File: config.mk
export PLATFORM = sky130hd
export DESIGN_NAME = fm_max_pool_float16
export DESIGN_NICKNAME = d
export VERILOG_FILES = /design/src/rtl/fm_max_pool_float16.sv
export SDC_FILE = /design/constraint.sdc
export NUM_CORES = 1
export LEC_CHECK = 0
export ABC_AREA = 1
export BUFFER_PORTS_ARGS = -buffer_cell sky130_fd_sc_hd__buf_4
export CAP_MARGIN = 20
export CORE_ASPECT_RATIO = 0.7
export CORE_MARGIN = 2
export CORE_UTILIZATION = 55
export CTS_CLUSTER_DIAMETER = 30
export DETAILED_ROUTE_END_ITERATION = 16
export PLACE_DENSITY_LB_ADDON = 0.25
export SYNTH_ARGS = -nofsm -noshare
export SYNTH_HDL_FRONTEND = slang
export SYNTH_SLANG_ARGS = --single-unit
File: constraint.sdc
create_clock -name i_clk -period 3.7 [get_ports i_clk]
set_clock_uncertainty 0.15 [all_clocks]
set_input_delay 0.74 -clock i_clk [delete_from_list [all_inputs] [get_ports i_clk]]
set_output_delay 0.74 -clock i_clk [all_outputs]
set_load 0.02 [all_outputs]
File: src/rtl/fm_max_pool_float16.sv
// rtl/fm_max_pool_float16.sv - per-lane float16 max pooling over POOL_SIZE^2 beats with optional ReLU
module fm_max_pool_float16 #(
    parameter int DATA_WIDTH = 16,
    parameter int PARA_Y     = 3,
    parameter int POOL_SIZE  = 2,
    parameter int CNT_WIDTH  = 4
) (
    input  logic                         i_clk,
    input  logic                         i_rst,
    input  logic                         i_start,
    input  logic                         i_relu_en,
    input  logic                         i_din_valid,
    input  logic [PARA_Y*DATA_WIDTH-1:0] i_din,
    output logic                         o_din_ready,
    output logic                         o_dout_valid,
    input  logic                         i_dout_ready,
    output logic [PARA_Y*DATA_WIDTH-1:0] o_dout,
    output logic                         o_busy
);

    localparam int W = POOL_SIZE * POOL_SIZE;
    localparam int MAN_W = 10;
    localparam logic [DATA_WIDTH-1:0] NEG_INF   = DATA_WIDTH'(16'hFC00);
    localparam logic [DATA_WIDTH-1:0] QNAN      = DATA_WIDTH'(16'h7E00);
    localparam logic [DATA_WIDTH-1:0] SIGN_MASK = {1'b1, {(DATA_WIDTH-1){1'b0}}};

    typedef enum logic [1:0] {S_IDLE, S_ACCUM, S_OUT} state_t;

    state_t                        r_state;
    state_t                        w_next;
    logic [CNT_WIDTH-1:0]          r_cnt;
    logic [DATA_WIDTH-1:0]         r_acc [PARA_Y];
    logic [PARA_Y*DATA_WIDTH-1:0]  r_dout;
    logic [DATA_WIDTH-1:0]         w_max [PARA_Y];
    logic [PARA_Y*DATA_WIDTH-1:0]  w_result;
    logic                          w_accept;
    logic                          w_last;
    logic                          w_clear;

    function automatic logic f_is_nan(input logic [DATA_WIDTH-1:0] x);
        return (&x[DATA_WIDTH-2:MAN_W]) && (|x[MAN_W-1:0]);
    endfunction

    // Sign-magnitude mapped onto an unsigned total order (-0 sorts below +0)
    function automatic logic [DATA_WIDTH-1:0] f_key(input logic [DATA_WIDTH-1:0] x);
        return x[DATA_WIDTH-1] ? ~x : (x | SIGN_MASK);
    endfunction

    function automatic logic [DATA_WIDTH-1:0] f_max(input logic [DATA_WIDTH-1:0] acc,
                                                    input logic [DATA_WIDTH-1:0] x);
        if (f_is_nan(acc) || f_is_nan(x)) return QNAN;
        return (f_key(x) > f_key(acc)) ? x : acc;
    endfunction

    function automatic logic [DATA_WIDTH-1:0] f_relu(input logic [DATA_WIDTH-1:0] x,
                                                     input logic en);
        if (en && x[DATA_WIDTH-1] && !f_is_nan(x)) return '0;
        return x;
    endfunction

    genvar j;
    generate
        for (j = 0; j < PARA_Y; j++) begin : g_lane
            assign w_max[j] = f_max(r_acc[j], i_din[DATA_WIDTH*j +: DATA_WIDTH]);
            assign w_result[DATA_WIDTH*j +: DATA_WIDTH] = f_relu(w_max[j], i_relu_en);
        end
    endgenerate

    // start has priority over a same-cycle beat in ACCUM, so that beat is dropped
    assign w_accept = (r_state == S_ACCUM) && i_din_valid && !i_start;
    assign w_last   = w_accept && (r_cnt == CNT_WIDTH'(W-1));
    assign w_clear  = i_start && ((r_state != S_OUT) || i_dout_ready);

    always_ff @(posedge i_clk or negedge i_rst) begin
        if (!i_rst) r_state <= S_IDLE;
        else        r_state <= w_next;
    end

    always_comb begin
        w_next = r_state;
        case (r_state)
            S_IDLE:  if (i_start) w_next = S_ACCUM;
            S_ACCUM: if (!i_start && w_last) w_next = S_OUT;
            S_OUT:   if (i_dout_ready) w_next = i_start ? S_ACCUM : S_IDLE;
            default: w_next = S_IDLE;
        endcase
    end

    always_comb begin
        o_din_ready  = (r_state == S_ACCUM);
        o_dout_valid = (r_state == S_OUT);
        o_busy       = (r_state != S_IDLE);
    end

    always_ff @(posedge i_clk or negedge i_rst) begin
        if (!i_rst) begin
            r_cnt  <= '0;
            r_dout <= '0;
            for (int k = 0; k < PARA_Y; k++) r_acc[k] <= NEG_INF;
        end else if (w_clear) begin
            r_cnt <= '0;
            for (int k = 0; k < PARA_Y; k++) r_acc[k] <= NEG_INF;
        end else if (w_accept) begin
            if (!w_last) r_cnt <= r_cnt + 1'b1;
            for (int k = 0; k < PARA_Y; k++) r_acc[k] <= w_max[k];
            if (w_last) r_dout <= w_result;
        end
    end

    assign o_dout = r_dout;

endmodule

==> summary.txt <==
Critical path
  • CP Data Arrival Time: 3160 ps
  • Critical-path maximum fanout: 19
  • Reg2reg start: r_acc[47]
  • Critical Setup Path Class: reg -> reg
  • Required @ worst endpoint: 3780 ps
  • Depth of the most critical reg-to-reg path: 13
  • Category of the worst setup path capture point: register
  • Worst-case register-to-register setup slack: 620 ps
  • Startpoint type of the worst setup path: register
  • Capture instance of the worst register-to-register path: o_dout[8]

Flow run
  • Max-capacitance violation count: 0

Clock tree
  • Number of setup buffers added after CTS: 0
  • CTS tree: built
  • Clock latency on the worst-skew pair: approximately 350 ps
  • Post-CTS resize count: 0
  • Clock root buffer: sky130_fd_sc_hd__clkbuf_16
  • TritonCTS Sinks: 102
  • Depth of the CTS H-tree: 3
  • Hold-fix buffers at CTS: 0
  • Clk slew on worst S/H paths: 80 ps
  • Clock Path Buffers: 2
  • Number of buffers created by CTS: 9

GRT
  • Wire length of the first global-routing pass: between 20,000 and 30,000 um
  • Pin count of the biggest net entering global routing: 53
  • Overall global routing resource usage: 25.2%
  • Number of antenna violations at the first check in global routing: 0
  • Congestion Overflow GR: 0
  • Via count of the first global-routing pass: ~6,000

Synthesis
  • Simple-gate share of the synthesized area: between 30% and 40%
  • Count of synthesis-stage warnings from yosys: 0
  • Number of enable flip-flop cells after synthesis: 0
  • Top_reg_cell synth: sky130_fd_sc_hd__dfrtp_1
  • Post-synthesis adder-cell area fraction: 8.16%
  • Async S/R FF share, synth: between 90% and 100%
  • Seq cells post-synth: 102
  • Synthesized netlist cell count: 995
  • Multiplexer area fraction after synthesis: 0%
  • Sequential cell area fraction in the yosys report: 34.3%
  • Top-area cell type share of the netlist area: about 28%
  • Combinational family with the most area after synthesis: simple AND/OR/NAND/NOR gates
  • Synthesized net count: 1,098
  • Area contributors post-synth: sky130_fd_sc_hd__dfrtp_1, sky130_fd_sc_hd__nand2_1, sky130_fd_sc_hd__ha_1
  • Post-Syn Area: 7520 um^2
  • Complex-gate fraction of the synthesized area: 8.29%
  • Xor/xnor share of the synthesized area: between 10% and 20%
  • Library cell occupying the most area in the post-synthesis netlist: sky130_fd_sc_hd__dfrtp_1
  • Number of distinct library cell variants in the gate-level netlist after synthesis: 31
  • Post-synthesis average cell area: 7.55 um^2

Floorplan
  • Number of standard-cell rows in the floorplan: 35
  • Die footprint: 14,600 um^2
  • Effective utilization at floorplan: 56.6%
  • I/O pin count: between 100 and 150
  • Core ar.: 13,300 um^2
  • Die extent in y: between 100 and 150 um
  • Die Wd: 144 um

Timing
  • Number of slew-limit violations in the final report: 0
  • Total of endpoints with negative setup slack in the final report: 0
  • RSZ-0062 raised after global routing: false
  • Rel. slew slack: 50.0%
  • Fin crit share: 83.2%
  • Hold violation total from the final report: 0
  • Total negative setup slack: 0 ps
  • Hold slack final: 277 ps
  • Maximum clock rate: 325 MHz
  • Transition time at the pin with the least slew margin: 748 ps
  • Post-layout min period: 3080 ps

Routing
  • Total wire length after detailed routing: 17,800 um
  • First-pass DRT Iterations: 6
  • Number of nets with antenna violations after routing: 0
  • Vias after detailed routing: approximately 6,500
  • Drc violations: 0
  • Average wire per standard cell: 14.1 um
  • Initial DRC Count: 404
  • Via-to-Cell Ratio: 5.19

Placed design
  • Instance area after placement: 8380 um^2
  • Weighted congestion at the end of routability-driven global placement: 0.896
  • I/O Buffers: between 100 and 150
  • Final HPWL from detailed placement: 13,000 um

Status
  • Result of the run: finished clean

Layout
  • Design area: 8680 um^2
  • Final net count: 1,175
  • Antenna diodes: 0
  • Most frequent cells in the layout: sky130_fd_sc_hd__nand2_1, sky130_fd_sc_hd__buf_4, sky130_fd_sc_hd__nor2_1, sky130_fd_sc_hd__inv_1, sky130_fd_sc_hd__dfrtp_1
  • Share of layout cells above drive strength 1: 18.3%
  • Filler cell count: 1,175
  • Most frequent standard cell in the layout excluding fill and tap cells: sky130_fd_sc_hd__nand2_1
  • Combined area of the multi-input logic cells: ~4300 um^2
  • Area Growth Syn to Fin: 15.5%
  • Reg area: 2570 um^2

Pwr
  • Reported leakage power: 0.00457 uW
  • Overall power of the completed layout: about 8000 uW
  • Power density over cell area: about 930 nW/um^2
  • Peak supply drop: 474 uV

Min path
  • Hold/Removal Path Class: in -> async
[power breakdown]
group          switching [uW]  internal, uW  total (uW)
Sequential                406          1570        1970
Clock                     449           535         984
Combinational            3160          1920        5080
Total                    4020          4020        8040
[cell usage after synthesis, types with 20 or more instances]
library cell and instances:
sky130_fd_sc_hd__a21oi_1 45, sky130_fd_sc_hd__buf_2 24, sky130_fd_sc_hd__clkbuf_1 20, sky130_fd_sc_hd__dfrtp_1 84
sky130_fd_sc_hd__ha_1 49, sky130_fd_sc_hd__inv_1 91, sky130_fd_sc_hd__nand2_1 271, sky130_fd_sc_hd__nand3_1 54
sky130_fd_sc_hd__nand3_2 25, sky130_fd_sc_hd__nor2_1 106, sky130_fd_sc_hd__o22ai_1 31, sky130_fd_sc_hd__xnor2_1 45
sky130_fd_sc_hd__xor2_1 46
[how the worst max path moves through the flow]
stage / startpoint / to / slack, ps / cells past startpoint
3_3_place_gp: i_din[47] / o_dout[45] / 600 / 14
4_1_cts: r_acc[15] / o_dout[45] / 650 / 13
6_report: r_acc[47] / o_dout[8] / 620 / 13
3_5_place_dp: i_din[15] / o_dout[13] / 520 / 14
5_1_grt: r_acc[15] / o_dout[37] / 360 / 13
2_1_floorplan: i_din[15] / o_dout[14] / 720 / 15
[flip-flops by register name, indices dropped and copies added, names as in the netlist]
signal / flops
o_dout: 48
r_acc: 48
r_cnt: 4
r_state: 2
[routing by layer]
layer  vias up  track usage, %  wire, um
met1      3020            37.3      8910
met2       161            38.5      7890
met4         0            6.33       221
met5         -               0         0
met3        17            4.16       820
li1       3350               -         -
[critical path: stages, from the launching register on]
cell and delay [ps]:
sky130_fd_sc_hd__dfstp_2 870, sky130_fd_sc_hd__xnor2_1 190, sky130_fd_sc_hd__ha_1 270, sky130_fd_sc_hd__nand2_1 80, sky130_fd_sc_hd__inv_2 40, sky130_fd_sc_hd__nand3_1 60
sky130_fd_sc_hd__nor2_1 60, sky130_fd_sc_hd__nand3_1 90, sky130_fd_sc_hd__buf_4 190, sky130_fd_sc_hd__nand2_1 260, sky130_fd_sc_hd__nand2_1 190, sky130_fd_sc_hd__nand4_4 280
sky130_fd_sc_hd__nand2_1 170, sky130_fd_sc_hd__nand2_1 50
[per-stage QoR]
stage	utilization, %	setup WS [ps]	std cells
floorplan	-	716	995
global placement	63.1	600	1246
detailed placement	63.1	520	1246
CTS	65.4	652	1262
global route	65.4	362	1262
finish	65.4	621	1262
[kinds of logic (layout without fill, tap and decap cells)]
group,count (synthesis),in the layout
simple gates,496,496
flops,102,102
compound gates,106,106
buf+inv,151,233
fa+ha+maj,49,49
xor+xnor,91,91
[area by class of cell]
| cell class | count | share of cell area [%] |
|---|---|---|
| Clock buffer | 9 | 2.59 |
| Clock inverter | 7 | 0.922 |
| Inverter | 100 | 4.32 |
| Multi-Input combinational cell | 742 | 49.4 |
| Sequential cell | 102 | 29.7 |
| Tap cell | 185 | 2.67 |
| Timing Repair Buffer | 117 | 10.4 |
No activity file was read; power rests on OpenSTA's default activity.
